[src/rtl/ex_muldiv_seq.sv]
// ex_muldiv_seq -- multi-cycle MULT/MULTU/DIV/DIVU sequencer for the EX stage.
//
// The unit owns the architectural HI/LO registers. An operation takes 33 busy
// cycles: 32 shift-add (multiply) or restoring (divide) steps on magnitudes,
// then one FIX cycle that applies signs and commits HI/LO. It also serves
// MTHI/MTLO writes, and it stalls the pipeline when EX needs the unit while busy.
//
// Optional feature: define MULDIV_ABORT_EN to add the 'abort' input. It flushes
// an in-flight operation without touching HI/LO.
//
// Ports:
//   clk, rst_n      clock, asynchronous active-low reset
//   start, op       EX holds a mult/div (00 MULT, 01 MULTU, 10 DIV, 11 DIVU)
//   op_a, op_b      rs / rt operands
//   rd_hilo         EX holds MFHI/MFLO
//   wr_hi, wr_lo    MTHI / MTLO strobes, data on wdata
//   abort           (MULDIV_ABORT_EN only) flush the in-flight operation
//   hi, lo          committed HI / LO registers
//   busy            operation in flight (ITER or FIX)
//   done            one-cycle pulse in the FIX cycle
//   stall           freeze IF/ID/EX (combinational)
module ex_muldiv_seq #(
  parameter int WIDTH = 32,
  parameter int STEPS = 32
) (
  input  logic             clk,
  input  logic             rst_n,
  input  logic             start,
  input  logic [1:0]       op,
  input  logic [WIDTH-1:0] op_a,
  input  logic [WIDTH-1:0] op_b,
  input  logic             rd_hilo,
  input  logic             wr_hi,
  input  logic             wr_lo,
  input  logic [WIDTH-1:0] wdata,
`ifdef MULDIV_ABORT_EN
  input  logic             abort,
`endif
  output logic [WIDTH-1:0] hi,
  output logic [WIDTH-1:0] lo,
  output logic             busy,
  output logic             done,
  output logic             stall
);

  localparam int CW = $clog2(STEPS);

  typedef enum logic [1:0] {IDLE = 2'd0, ITER = 2'd1, FIX = 2'd2} state_t;

  state_t           state_r, state_nxt_s;
  logic [WIDTH-1:0] acc_r;     // multiply: product high half / divide: remainder
  logic [WIDTH-1:0] low_r;     // multiply: multiplier / product low half; divide: quotient
  logic [WIDTH-1:0] opnd_r;    // multiply: multiplicand magnitude; divide: divisor magnitude
  logic [1:0]       op_r;
  logic             sign_a_r, sign_b_r, dz_r;
  logic [CW-1:0]    cnt_r;
  logic [WIDTH-1:0] hi_r, lo_r;
  logic             abort_s;

`ifdef MULDIV_ABORT_EN
  assign abort_s = abort;
`else
  assign abort_s = 1'b0;
`endif

  function automatic logic [WIDTH-1:0] negate(input logic [WIDTH-1:0] x);
    return ~x + {{(WIDTH-1){1'b0}}, 1'b1};
  endfunction

  // Operand magnitudes at capture; unsigned ops take the raw values.
  logic             a_neg_s, b_neg_s;
  logic [WIDTH-1:0] mag_a_s, mag_b_s;
  assign a_neg_s = ~op[0] & op_a[WIDTH-1];
  assign b_neg_s = ~op[0] & op_b[WIDTH-1];
  assign mag_a_s = a_neg_s ? negate(op_a) : op_a;
  assign mag_b_s = b_neg_s ? negate(op_b) : op_b;

  // One iteration step of the selected algorithm.
  logic [WIDTH:0]   mul_sum_s, div_sh_s, div_diff_s;
  logic [WIDTH-1:0] acc_nxt_s, low_nxt_s;
  always_comb begin
    mul_sum_s  = {1'b0, acc_r} + (low_r[0] ? {1'b0, opnd_r} : {(WIDTH+1){1'b0}});
    div_sh_s   = {acc_r, low_r[WIDTH-1]};
    div_diff_s = div_sh_s - {1'b0, opnd_r};
    if (op_r[1]) begin
      if (!div_diff_s[WIDTH]) begin
        acc_nxt_s = div_diff_s[WIDTH-1:0];
        low_nxt_s = {low_r[WIDTH-2:0], 1'b1};
      end else begin
        acc_nxt_s = div_sh_s[WIDTH-1:0];
        low_nxt_s = {low_r[WIDTH-2:0], 1'b0};
      end
    end else begin
      acc_nxt_s = mul_sum_s[WIDTH:1];
      low_nxt_s = {mul_sum_s[0], low_r[WIDTH-1:1]};
    end
  end

  // Sign fix-up of the final result, committed at the end of FIX.
  logic             neg_res_s;
  logic [2*WIDTH-1:0] prod_s, prod_fix_s;
  logic [WIDTH-1:0] quo_fix_s, rem_fix_s, hi_fix_s, lo_fix_s;
  always_comb begin
    neg_res_s  = ~op_r[0] & (sign_a_r ^ sign_b_r);
    prod_s     = {acc_r, low_r};
    prod_fix_s = neg_res_s ? (~prod_s + {{(2*WIDTH-1){1'b0}}, 1'b1}) : prod_s;
    quo_fix_s  = neg_res_s ? negate(low_r) : low_r;
    rem_fix_s  = (~op_r[0] & sign_a_r) ? negate(acc_r) : acc_r;
    if (op_r[1]) begin
      // With a zero divisor every trial subtract succeeds, so the remainder
      // path rebuilds op_a exactly (sign restored); only LO needs overriding.
      hi_fix_s = rem_fix_s;
      lo_fix_s = dz_r ? {WIDTH{1'b1}} : quo_fix_s;
    end else begin
      hi_fix_s = prod_fix_s[2*WIDTH-1:WIDTH];
      lo_fix_s = prod_fix_s[WIDTH-1:0];
    end
  end

  // FSM state register.
  always_ff @(posedge clk or negedge rst_n) begin
    if (!rst_n) state_r <= IDLE;
    else        state_r <= state_nxt_s;
  end

  // FSM next-state logic.
  always_comb begin
    state_nxt_s = state_r;
    case (state_r)
      IDLE: if (start) state_nxt_s = ITER; else state_nxt_s = IDLE;
      ITER: begin
        if (abort_s)                        state_nxt_s = IDLE;
        else if (cnt_r == CW'(STEPS - 1))   state_nxt_s = FIX;
        else                                state_nxt_s = ITER;
      end
      FIX:     state_nxt_s = IDLE;
      default: state_nxt_s = IDLE;
    endcase
  end

  // FSM outputs.
  always_comb begin
    busy = 1'b0;
    done = 1'b0;
    case (state_r)
      IDLE: busy = 1'b0;
      ITER: busy = 1'b1;
      FIX: begin
        busy = 1'b1;
        done = ~abort_s;
      end
      default: busy = 1'b0;
    endcase
  end

  assign stall = busy & (start | rd_hilo | wr_hi | wr_lo);
  assign hi    = hi_r;
  assign lo    = lo_r;

  // Datapath: operand capture, iteration, HI/LO commit and MTHI/MTLO.
  always_ff @(posedge clk or negedge rst_n) begin
    if (!rst_n) begin
      acc_r    <= {WIDTH{1'b0}};
      low_r    <= {WIDTH{1'b0}};
      opnd_r   <= {WIDTH{1'b0}};
      op_r     <= 2'b00;
      sign_a_r <= 1'b0;
      sign_b_r <= 1'b0;
      dz_r     <= 1'b0;
      cnt_r    <= {CW{1'b0}};
      hi_r     <= {WIDTH{1'b0}};
      lo_r     <= {WIDTH{1'b0}};
    end else begin
      case (state_r)
        IDLE: begin
          if (start) begin
            acc_r    <= {WIDTH{1'b0}};
            low_r    <= op[1] ? mag_a_s : mag_b_s;
            opnd_r   <= op[1] ? mag_b_s : mag_a_s;
            op_r     <= op;
            sign_a_r <= a_neg_s;
            sign_b_r <= b_neg_s;
            dz_r     <= (op_b == {WIDTH{1'b0}});
            cnt_r    <= {CW{1'b0}};
          end else begin
            if (wr_hi) hi_r <= wdata;
            if (wr_lo) lo_r <= wdata;
          end
        end
        ITER: begin
          acc_r <= acc_nxt_s;
          low_r <= low_nxt_s;
          cnt_r <= cnt_r + {{(CW-1){1'b0}}, 1'b1};
        end
        FIX: begin
          if (!abort_s) begin
            hi_r <= hi_fix_s;
            lo_r <= lo_fix_s;
          end
        end
        default: cnt_r <= {CW{1'b0}};
      endcase
    end
  end

endmodule

[config.mk]
export PLATFORM = sky130hd
export DESIGN_NAME = ex_muldiv_seq
export DESIGN_NICKNAME = d
export VERILOG_FILES = /design/src/rtl/ex_muldiv_seq.sv
export SDC_FILE = /design/constraint.sdc
export NUM_CORES = 1
export LEC_CHECK = 0
export BUFFER_PORTS_ARGS = -buffer_cell sky130_fd_sc_hd__buf_2
export CORE_MARGIN = 3
export CORE_UTILIZATION = 55
export DETAILED_ROUTE_END_ITERATION = 6
export HOLD_SLACK_MARGIN = 0.12
export PLACE_DENSITY = 0.82
export SYNTH_ARGS = -nofsm -noshare
export SYNTH_HDL_FRONTEND = slang
export SYNTH_SLANG_ARGS = --single-unit
[constraint.sdc]
create_clock -name clk -period 3.6 [get_ports clk]
set_input_delay 0.72 -clock clk [delete_from_list [all_inputs] [get_ports clk]]
set_output_delay 0.72 -clock clk [all_outputs]
set_load 0.01 [all_outputs]
# --- Yosys cells after proc, flatten, opt, wreduce, memory -nomap -nowiden ---
# Index checks and enable logic that the tools add are counted.
totals:
  ff_bits: 172
  latchBits: 0
  ram_bits: 0
  mem_bits_ro: 0
  inputBits: 104
  output_inout_bits: 67
  word_cells: 85
  n_memories: 0
classes:
  addsub: 8
  n_mul: 0
  div: 0
  order_cmp: 0
  eq_ne: 7
  shifts: 0
  mux: 32
  bitwise_logic: 17
  reduce_logical: 10
ops:
  columns: ["op", "count"]
  rows:
  - ["32-bit 2-to-1 mux", 19]
  - ["32-bit case mux with 2 select lines", 4]
  - ["32-bit by 1-bit adder with 32-bit output (second input constant)", 4]
  - ["32-bit inverter", 4]
  - ["64-bit by 1-bit adder with 64-bit output (second input constant)", 1]
  - ["64-bit 2-to-1 mux", 1]
  - ["64-bit inverter", 1]
  - ["32-bit by 32-bit adder with 33-bit output", 1]
  - ["33-bit by 32-bit subtractor with 33-bit output", 1]
  - ["32-bit zero test", 1]
  - ["5-bit case mux with 3 select lines", 1]
  - ["2-bit inequality test (second input constant)", 4]
  - ["2-bit AND reduction", 3]
  - ["3-bit AND reduction", 2]
  - ["5-bit by 1-bit adder with 5-bit output (second input constant)", 1]
  - ["1-bit bitwise AND", 5]
  - ["5-bit equality test (second input constant)", 1]
  - ["5-bit 2-to-1 mux", 1]
  - ["1-bit 2-to-1 mux", 4]
  - ["2-bit case mux with 2 select lines", 1]
  - ["2-bit nonzero test", 2]
  - ["1-bit inverter", 3]
  - ["1-bit OR", 3]
  - ["2-bit by 1-bit equality test with 1-bit output (second input constant)", 1]
  - ["5 further kinds", 5]

# --- Logic depth before layout (Yosys ltp) ---
# Gate-level depths: netlist (run 1).
depth:
  ltp_word: 6
  mapped_depth: 14

# --- Worst setup path before layout (run 1) ---
# Ideal clock, no wire load.
synth_timing:
  path_kind: "register to register"
  from: "reg low_r[0]"
  to: "reg acc_r[31]"
  setup_ps: 122
  arrival_time_ps: 3293
  t_required_ps: 3478
  setup_slack_ps: 186
  stages_incl_launch_ff: 14
  synth_period_minus_slack_ps: 3414
  path_cell_list: "dfrtp_1 > inv_1 > clkbuf_1 > nor2_1 > ha_1 > and2_1 > or2_1 > o41ai_1 > o21ai_1 > a221o_1 > a21oi_1 > o31ai_1 > a211o_1 > a32o_1"
synth_via:
  elab_chain_cells: 4
synth_rtl:
  columns: ["item", "line", "source"]
  rows:
  - ["from (decl)", "52", "logic [WIDTH-1:0] low_r;"]
  - ["from (signal assigned)", "164", "low_r <= {WIDTH{1'b0}};"]
  - ["from (signal assigned)", "178", "low_r <= op[1] ? mag_a_s : mag_b_s;"]
  - ["from (signal assigned)", "192", "low_r <= low_nxt_s;"]
  - ["32-bit 2-to-1 mux", "82", "mul_sum_s = {1'b0, acc_r} + (low_r[0] ? {1'b0, opnd_r} : {(WIDTH+1){1'b0}});"]
  - ["32-bit by 32-bit adder with 33-bit output", "82", null]
  - ["32-bit 2-to-1 mux", "85", "if (op_r[1]) begin"]
  - ["32-bit case mux with 2 select lines", "174", "case (state_r)"]
  - ["to (signal assigned)", "163", "acc_r <= {WIDTH{1'b0}};"]
  - ["to (signal assigned)", "177", "acc_r <= {WIDTH{1'b0}};"]
  - ["to (signal assigned)", "191", "acc_r <= acc_nxt_s;"]
  - ["to (decl)", "51", "logic [WIDTH-1:0] acc_r;"]
# No other way between the ends.
# A chain may end at the register's enable or synchronous reset.

# --- Worst setup path after layout (run 1) ---
layout_timing:
  from: "reg acc_r[0]"
  to: "reg acc_r[31]"
layout_via:
  elab_chain_cells: 4
  elab_cells_between_ends: 5
layout_rtl:
  columns: ["item", "line", "source"]
  rows:
  - ["33-bit by 32-bit subtractor with 33-bit output", "84", "div_diff_s = div_sh_s - {1'b0, opnd_r};"]
  - ["32-bit 2-to-1 mux", "86", "if (!div_diff_s[WIDTH]) begin"]
  - ["32-bit 2-to-1 mux (*)", "85", null]
  - ["32-bit case mux with 2 select lines (*)", "174", null]
# Mark *: on every way between the ends. The rest lies on a longest branch, timed or not.

==> results of run 1 <==
-- cells in the final DEF (no fill, tap or decap), types with 20 or more instances in the layout --
cell,instances
nor2_1,207
a21oi_1,205
nand2_1,185
dfrtp_1,171
buf_2,169
o21ai_0,152
buf_4,98
xnor2_1,93
xor2_1,82
ha_1,72
inv_1,65
o21ai_1,61
nor3_1,43
mux2i_1,36
o22ai_1,36
a211oi_1,35
nand3_1,26
a21o_1,26
nand2b_1,25
mux2_2,23
a31oi_1,20
-- sequential cells by signal, indices dropped and copies added (netlist names) --
signal    flops
hi           32
opnd_r       32
dz_r          1
sign_a_r      1
lo           32
op_r          2
cnt_r         5
sign_b_r      1
acc_r        32
low_r        32
state_r       2
-- logic make-up (layout without fill, tap and decap cells) --
kind of cell | count (synthesis) | count (layout)
AOI/OAI and AO/OA | 663 | 663
and+or+nand+nor | 616 | 616
buffers and inverters | 179 | 368
xor gates and xnor gates | 175 | 175
DFF | 172 | 172
adders and majority gates | 75 | 75
muxes | 60 | 60
-- worst max-delay path, cell delays in order (launching register included) --
cell and delay (ns):
dfrtp_1 0.45, buf_4 0.18, ha_1 0.26, nor2b_1 0.20, o2111ai_1 0.21, a21oi_1 0.50, nor3_1 0.15, nor2_1 0.31
a211oi_2 0.16, nor3b_1 0.17, o41ai_1 0.51, a32o_1 0.25
-- power groups by stage --
stage | registers, mW | clock network, mW | logic (mW)
2_1_floorplan | 3.76 | 0 | 8.77
3_3_place_gp | 3.75 | 0 | 12.4
4_1_cts | 3.75 | 2.04 | 12.8
5_1_grt | 3.89 | 2.11 | 14.3
3_5_place_dp | 3.79 | 0 | 12.7
6_report | 3.79 | 2.03 | 13.1
-- timing repair --
item                                    in CTS  in global routing
resized for setup                            1                  5
pin swaps                                    0                  0
endpoints found under the setup margin       2                 11
hold buffers                                 0                  0
-- per-layer routing --
metal  routed length [um]  up-vias  track usage (%)
met4                 2900        0             18.3
met3                 4660      143             5.68
li1                     -     7337                -
met5                    0        -                0
met2                23000      824             55.3
met1                22300     7556             48.4
-- through the flow --
stage / hold slack [ns] / instances / cell area (sq um) / setup slack (ns)
after floorplan: 0.424 / 1940 / 15000 / 0.186
after global placement: 0.458 / 2432 / 16700 / 0.0127
after detailed placement: 0.461 / 2432 / 16700 / -0.0953
after CTS: 0.317 / 2464 / 17300 / 0.0585
after global routing: 0.348 / 2464 / 17300 / 0.0347
final: 0.272 / 2464 / 17300 / 0.184
-- path summary, 6_finish.rpt --
kind	start	to	slack [ns]	cells past startpoint
max in group asynchronous	rst_n	cnt_r[2]$_DFFE_PN0P_	2.38	2
worst min register to register	hi[9]$_DFFE_PN0P_	hi[9]$_DFFE_PN0P_	0.48	1
worst min-delay path	rst_n	hi[22]$_DFFE_PN0P_	0.27	1
min in group clk	hi[9]$_DFFE_PN0P_	hi[9]$_DFFE_PN0P_	0.48	1
worst max register to register	acc_r[0]$_DFFE_PN0P_	acc_r[31]$_DFFE_PN0P_	0.18	11
worst max-delay path	acc_r[0]$_DFFE_PN0P_	acc_r[31]$_DFFE_PN0P_	0.18	11
-- layout make-up --
cell class	instances	share of cell area, %
Timing Repair Buffer	270	9.42
Clock inverter	15	1.26
Multi-Input combinational cell	1589	58.2
Sequential cell	172	24.8
Tap cell	335	2.42
Inverter	66	1.43
Clock buffer	17	2.45
==> results.toml, run 1 <==
[setup_path]
critPathKind = "reg2reg"
startpoint_type = "flip-flop"
critical_path_required_ns = 3.99
worst-path-max-fanout = 6
endpoint_kind = "flip-flop"
critPathArrivalTime_ns = 3.80

[power]
share_comb_of_total_power_pct = 69.3
ir_worst_vdd_mv = 0.515
power_frac_clock_pct = 10.7
p_int_mw = 9.21
powerDensity_mw_per_mm2 = 1090
p_seq_share_pct = 20.0
switching_power_mw = 9.71
power.leakage_nw = 7.72
switching_share_pct = 51.3
power_mw = 18.9

[drt]
first_pass_iters = 6
drtIter0Drc = 1688
wire_per_inst_um = 21.5
viasPerCell = 6.44
routed_wl_um = 52900
drc = 0
dr_total_vias = 15900
antenna_left = 0

[synthesis]
syn_nets = 2119
synth_fa_ha_area_share_pct = 6.35
syn_inst = 1940
synthTopCellsByCount = "208 x a21oi_1, 207 x nor2_1, 186 x nand2_1, 172 x dfrtp_1, 153 x o21ai_0"
yosysMostFrequentCell = "a21oi_1"
synth_edf_count = 0
synth_compound_area_share_pct = 26.6
synth_cell_types = 79
synth-simple-area-share_pct = 19.5
synth_mux_area_share_pct = 4.20
synth_warnings = 0
syn_avg_cell_area_sq_um = 7.74
synth_top_family_by_area = "compound AO/OA/AOI/OAI gates"
synth_xor_area_share_pct = 10.2
ys_ff_latch = 172
synth-seq-area-share_pct = 28.6
yosys.area.top_type_share_pct = 28.6
synth-main-ff-cell = "dfrtp_1"
synthTopCellsByArea = "dfrtp_1 29%, a21oi_1 6.9%, ha_1 6.1%"
synth_top_area_cell = "dfrtp_1"
synthArstFlopShare_pct = 100
netlist_area_sq_mm = 0.0150

[global_route]
grt_usage_pct = 35.7
antenna_found_initial = 0
grt_remaining_overflow = 0
grt_first_pass_wirelength_um = 82000
grt_pass1_vias = 14900
grt_start_max_net_pins = 78

[clock_network]
cts_max_level = 4
cts_root_buf = "clkbuf_16"
cts_tree = "built"
clk_latency_ns = 0.45
cts_setup_buffers = 0
numCtsBuffers = 17
clk_pin_slew_ns = 0.09
clock-sinks = 172
cts_buffer_depth = 2

[cells_and_area]
fill_cells = 2274
syn2layout_area_growth_pct = 15.4
regArea_sq_mm = 0.00431
n_antenna_cell = 0
fin_nets = 2295
final_layout_size_suffix_gt1_share_pct = 17.1
multi_input_area_sq_mm = 0.0101
final_core_util_pct = 65.6

[floorplan]
die_y_um = 171
core-area_sq_mm = 0.0264
num_io_pins = 171
die_w_um = 171
dieArea_sq_mm = 0.0293
rows = 59
start_util_pct = 56.8

[sta]
setup_viol = 0
slew_headroom_pct = 25.9
maxSlewViolCount = 0
rsz0062_at_grt = "no"
period_share_pct = 94.9
final-hold-violation-count = 0
worstMarginPinSlew_ns = 1.11
period_needed_ns = 3.42
setup_tns_ns = 0
fin_skew_ns = 0.0230
clock.fmax_mhz = 293

[placement]
dp_hpwl_um = 41400
port_buffers = 170
finalWeightedCongestion = 1.03

[hold_path]
hold_class = "in2async"

[run]
maxCapViolCount = 0

[status]
status = "complete, no violations"
Note: power is estimated with default switching activity, not from simulation.
==> inputs of run 2 (changes only) <==
PLACE_DENSITY = 0.79   (was 0.82)
SETUP_SLACK_MARGIN = 0.3   (was default)
==> run 2 against run 1 <==
Largest cell class unchanged. Worst hold slack got worse by 0.017 ns. First-iteration DRC count grew 16%. Critical path type unchanged. Wire length is 1.4% higher. Flip-flop and latch count unchanged. Clock skew is 0.0032 ns lower. Sequential share of layout area decreased by 0.17 points. Fmax grew 5.1%. Global-route usage is essentially flat.
==> results.toml, run 2 (same netlist as run 1, synthesis figures left out) <==
[drt]
wire_per_inst_um = 21.7
drtIter0Drc = 1950
antenna_left = 0
drc = 0
viasPerCell = 6.39
dr_total_vias = 15800
routed_wl_um = 53600
first_pass_iters = 6

[sta]
slew_headroom_pct = 31.2
maxSlewViolCount = 0
period_needed_ns = 3.25
period_share_pct = 90.2
setup_viol = 0
fin_ws_ns = 0.351
fin_skew_ns = 0.0199
clock.fmax_mhz = 308
rsz0062_at_grt = "no"
worstMarginPinSlew_ns = 1.03
hold-worst-slack_ns = 0.255
setup_tns_ns = 0
final-hold-violation-count = 0

[setup_path]
cp_num_buf_inv = 1
reg2reg_depth = 13
startpoint_type = "flip-flop"
critPathArrivalTime_ns = 3.59
critPathTopFamily = "compound AO/OA/AOI/OAI gates"
ff2ff_setup_slack_ns = 0.35
slowest_delay_ns = 0.47
critical_path_required_ns = 3.94
startpoint = "low_r[0]$_DFFE_PN0P_"
worstReg2RegStart = "low_r[0]$_DFFE_PN0P_"
crit_path_end = "acc_r[25]$_DFFE_PN0P_"
cp_cell_sequence = "and2_1 > ha_1 > inv_1 > fa_2 > nand2b_4 > a21oi_4 > o41ai_4 > o21ai_2 > a221o_1 > a211o_1 > xnor2_2 > nand2b_1 > a32o_1"
path_depth = 13
cp_slowest_cell = "dfrtp_2"
endpoint_kind = "flip-flop"
worst-path-max-fanout = 7
r2r_end = "acc_r[25]$_DFFE_PN0P_"
critPathKind = "reg2reg"

[global_route]
grt_pass1_vias = 14300
grt_usage_pct = 35.7
grt_remaining_overflow = 0
grt_first_pass_wirelength_um = 81600
antenna_found_initial = 0
grt_start_max_net_pins = 76

[clock_network]
cts_max_level = 4
numCtsBuffers = 17
clock-sinks = 172
cts_root_buf = "clkbuf_16"
clk_pin_slew_ns = 0.09
cts_tree = "built"
cts_buffer_depth = 2
clk_latency_ns = 0.45

[placement]
port_buffers = 170
finalWeightedCongestion = 0.993
place_area_sq_mm = 0.0166
place_ws_ns = 0.0759
dp_hpwl_um = 41900
post-place-cells = 2420

[cells_and_area]
final_layout_size_suffix_gt1_share_pct = 18.2
stdcell_count = 2465
final_cell_area_sq_mm = 0.0175
fin_nets = 2296
syn2layout_area_growth_pct = 16.3
final_common_cell = "nor2_1"
mostFrequentLayoutCells = "205 x nor2_1, 202 x a21oi_1, 185 x nand2_1"
n_antenna_cell = 0
fill_cells = 2288

[floorplan]
die_y_um = 171
core-area_sq_mm = 0.0264
rows = 59
start_util_pct = 56.8
die_w_um = 171
num_io_pins = 171
dieArea_sq_mm = 0.0293

[power]
ir_worst_vdd_mv = 0.576
p_int_mw = 9.37
power.leakage_nw = 7.73
switching_power_mw = 9.84
switching_share_pct = 51.2
power_frac_clock_pct = 10.0
powerDensity_mw_per_mm2 = 1100
share_comb_of_total_power_pct = 70.1
p_seq_share_pct = 19.9

[run]
maxCapViolCount = 0

[hold_path]
hold_class = "in2async"

[status]
status = "complete, no violations"
## run 2: changes by cell type in the layout (fill, tap and decap cells not counted), sizes merged
cell	delta
buf	+1
clkinv	+2
clkinvlp	+1
inv	-3
## run 2: area by class of cell
cell class	count	area, sq um	share of cell area, %
well taps	335	419	2.40
repair buffers	271	1660	9.48
inverters	66	250	1.43
clock buffers	17	425	2.44
multi-input cells	1589	10200	58.5
flip-flops and latches	172	4310	24.7
clock inverters	15	184	1.05
## run 2: through the flow
| stage | power (mW) | util, % |
|---|---|---|
| 2_1_floorplan | 12.5 | - |
| 3_3_place_gp | 16.2 | 62.8 |
| 3_5_place_dp | 16.5 | 62.8 |
| 4_1_cts | 18.5 | 65.3 |
| 5_1_grt | 20.6 | 66.1 |
| 6_report | 19.2 | 66.1 |
## run 2: how the worst min path moves through the flow
stage,start,to,slack [ns],cells past startpoint
2_1_floorplan,rst_n,acc_r[0]$_DFFE_PN0P_,0.42,0
3_3_place_gp,lo[16]$_DFFE_PN0P_,lo[16]$_DFFE_PN0P_,0.46,2
3_5_place_dp,lo[10]$_DFFE_PN0P_,lo[10]$_DFFE_PN0P_,0.46,2
4_1_cts,rst_n,lo[13]$_DFFE_PN0P_,0.27,1
5_1_grt,rst_n,lo[13]$_DFFE_PN0P_,0.30,1
6_report,rst_n,lo[13]$_DFFE_PN0P_,0.25,1
## run 2: repair_timing
action / 4_1_cts / 5_1_grt
hold buffers: 0 / 0
pin swaps: 2 / 12
setup endpoints to repair: 17 / 31
endpoints found under the hold margin: 0 / 0
buffers inserted: 3 / 10
gates resized for setup: 6 / 30
## run 2: layer usage
| layer | vias up | wire (um) | GRT usage (%) |
|---|---|---|---|
| met1 | 7464 | 22900 | 49.8 |
| met2 | 815 | 23000 | 54.9 |
| li1 | 7336 | - | - |
| met4 | 0 | 2970 | 17.9 |
| met5 | - | 0 | 0 |
| met3 | 137 | 4630 | 4.46 |
## run 2: power by group through the flow
stage / Clock [mW] / Sequential [mW] / Combinational [mW]
after floorplan: 0 / 3.76 / 8.77
after detailed placement: 0 / 3.81 / 12.7
after global routing: 2.01 / 3.91 / 14.7
final: 1.92 / 3.82 / 13.5
after CTS: 1.93 / 3.77 / 12.8
after global placement: 0 / 3.76 / 12.5
==> inputs of run 3 (changes only) <==
REMOVE_ABC_BUFFERS = 1   (was default)
==> run 3 against run 2 <==
Critical path depth down 2. Sequential power is 2% lower. Sequential share of layout area is essentially flat. Final cell count about the same. Clock-buffer cell count increased by 1. Register-to-register slack improved by 0.02 ns. Critical path type unchanged. Clock power up 3%. Cell area rose by 0.19%. Global-route usage shrank 2.1 points.
==> results.toml, run 3 (same netlist as run 1, synthesis figures left out) <==
[clock_network]
cts_root_buf = "clkbuf_16"
numCtsBuffers = 17
cts_max_level = 4
clk_pin_slew_ns = 0.08
clk_latency_ns = 0.44
clock-sinks = 172
hold_buffers = 0
cts_buffer_depth = 2
cts_tree = "built"

[power]
powerDensity_mw_per_mm2 = 1100
p_int_mw = 9.47
power.leakage_nw = 7.75
switching_power_mw = 9.76
switching_share_pct = 50.7
p_seq_share_pct = 19.4
share_comb_of_total_power_pct = 70.3
ir_worst_vdd_mv = 0.415
power_frac_clock_pct = 10.3

[hold_path]
hold_class = "in2async"

[sta]
period_needed_ns = 3.22
rsz0062_at_grt = "yes"
fin_skew_ns = 0.0161
clock.fmax_mhz = 310
slew_headroom_pct = 32.9
maxSlewViolCount = 0
setup_viol = 0
period_share_pct = 89.6
final-hold-violation-count = 0
worstMarginPinSlew_ns = 1.00

[drt]
dr_total_vias = 15300
drc = 0
drtIter0Drc = 1408
viasPerCell = 6.21
antenna_left = 0
routed_wl_um = 50100
first_pass_iters = 5
wire_per_inst_um = 20.3

[placement]
finalWeightedCongestion = 0.925
port_buffers = 170
dp_hpwl_um = 39600
post-place-cells = 2423

[cells_and_area]
stdcell_count = 2466
mostFrequentLayoutCells = "207 x nor2_1, 201 x a21oi_1, 185 x nand2_1"
final_layout_size_suffix_gt1_share_pct = 18.3
final_common_cell = "nor2_1"
final_core_util_pct = 66.2
syn2layout_area_growth_pct = 16.5
n_antenna_cell = 0
fin_nets = 2297

[setup_path]
critPathKind = "reg2reg"
startpoint_type = "flip-flop"
cp_slowest_cell = "or4_1"
cp_cell_sequence = "inv_1 > ha_2 > and4_2 > nand3_2 > or4_1 > a21oi_1 > o21ai_0 > and3_4 > buf_4 > o41ai_1 > a32o_1"
endpoint_kind = "flip-flop"
startpoint = "opnd_r[26]$_DFFE_PN0P_"
critical_path_required_ns = 3.98
worstReg2RegStart = "opnd_r[26]$_DFFE_PN0P_"
worst-path-max-fanout = 12
critPathArrivalTime_ns = 3.60
slowest_delay_ns = 0.52

[global_route]
grt_pass1_vias = 14600
grt_start_max_net_pins = 98
grt_remaining_overflow = 0
grt_usage_pct = 33.6
antenna_found_initial = 1
grt_first_pass_wirelength_um = 77700

[floorplan]
die_w_um = 171
num_io_pins = 171
rows = 59
dieArea_sq_mm = 0.0293
core-area_sq_mm = 0.0264
start_util_pct = 56.8
die_y_um = 171

[status]
status = "complete, no violations"

[run]
maxCapViolCount = 0
==> run 3: cell types whose count changed in the layout (fill, tap and decap cells not counted), sizes merged <==
cell / change
buf: +1
bufinv: +1
clkbuf: +1
clkinv: -3
clkinvlp: -1
inv: +2
==> run 3: worst max-delay path, delay by kind of cell, from the launching register on <==
kind	cells	cell delay, ns
AO/OA/AOI/OAI	4	0.92
adder cells (fa/ha/maj)	1	0.42
buffers and inverters	2	0.27
flip-flops	1	0.33
AND/OR/NAND/NOR	4	1.23
==> run 3: layout make-up <==
cell class / count / area (sq um)
Clock inverter: 14 / 169
Timing Repair Buffer: 272 / 1690
Fill cell: 2315 / 8930
Sequential cell: 172 / 4310
Inverter: 66 / 250
Tap cell: 335 / 419
Clock buffer: 18 / 429
Multi-Input combinational cell: 1589 / 10200
==> run 3: worst paths after layout <==
path | end | slack (ns) | cells past startpoint
hold reg to reg | lo[25]$_DFFE_PN0P_ | 0.47 | 2
setup / recovery | acc_r[31]$_DFFE_PN0P_ | 0.38 | 11
max in group asynchronous | acc_r[23]$_DFFE_PN0P_ | 2.52 | 2
hold / removal | cnt_r[3]$_DFFE_PN0P_ | 0.22 | 1
min in group clk | lo[25]$_DFFE_PN0P_ | 0.47 | 2
setup reg to reg | acc_r[31]$_DFFE_PN0P_ | 0.38 | 11
==> run 3: power groups by stage <==
stage | clock (mW) | combinational [mW] | sequential [mW]
global placement | 0 | 12.6 | 3.66
global route | 2.06 | 14.7 | 3.83
finish | 1.97 | 13.5 | 3.73
floorplan | 0 | 8.42 | 3.90
detailed placement | 0 | 12.8 | 3.70
CTS | 1.98 | 12.9 | 3.66
==> run 3: per-stage QoR <==
stage / hold slack [ns] / TNS, ns / power [mW] / cell area, sq um / setup WS [ns]
finish: 0.217 / 0 / 19.2 / 17500 / 0.375
global route: 0.258 / 0 / 20.6 / 17500 / 0.253
CTS: 0.238 / 0 / 18.5 / 17300 / 0.278
detailed placement: 0.465 / -0.0898 / 16.5 / 16600 / -0.0561
global placement: 0.456 / 0 / 16.2 / 16600 / 0.0447
floorplan: 0.424 / -61.12 / 12.3 / 14600 / -1.08
==> run 3: per-layer routing <==
metal | up-vias | global-route usage (%) | share of wire, %
li1 | 7335 | - | -
met1 | 7167 | 46.6 | 44
met2 | 722 | 51.7 | 43
met3 | 88 | 8.43 | 10
met4 | 0 | 10.5 | 2.6
met5 | - | 0 | 0
==> run 3: repair_timing <==
item	CTS	global route
setup buffers	0	11
gates resized for setup	10	32
pin swaps	3	7
endpoints found under the setup margin	30	49
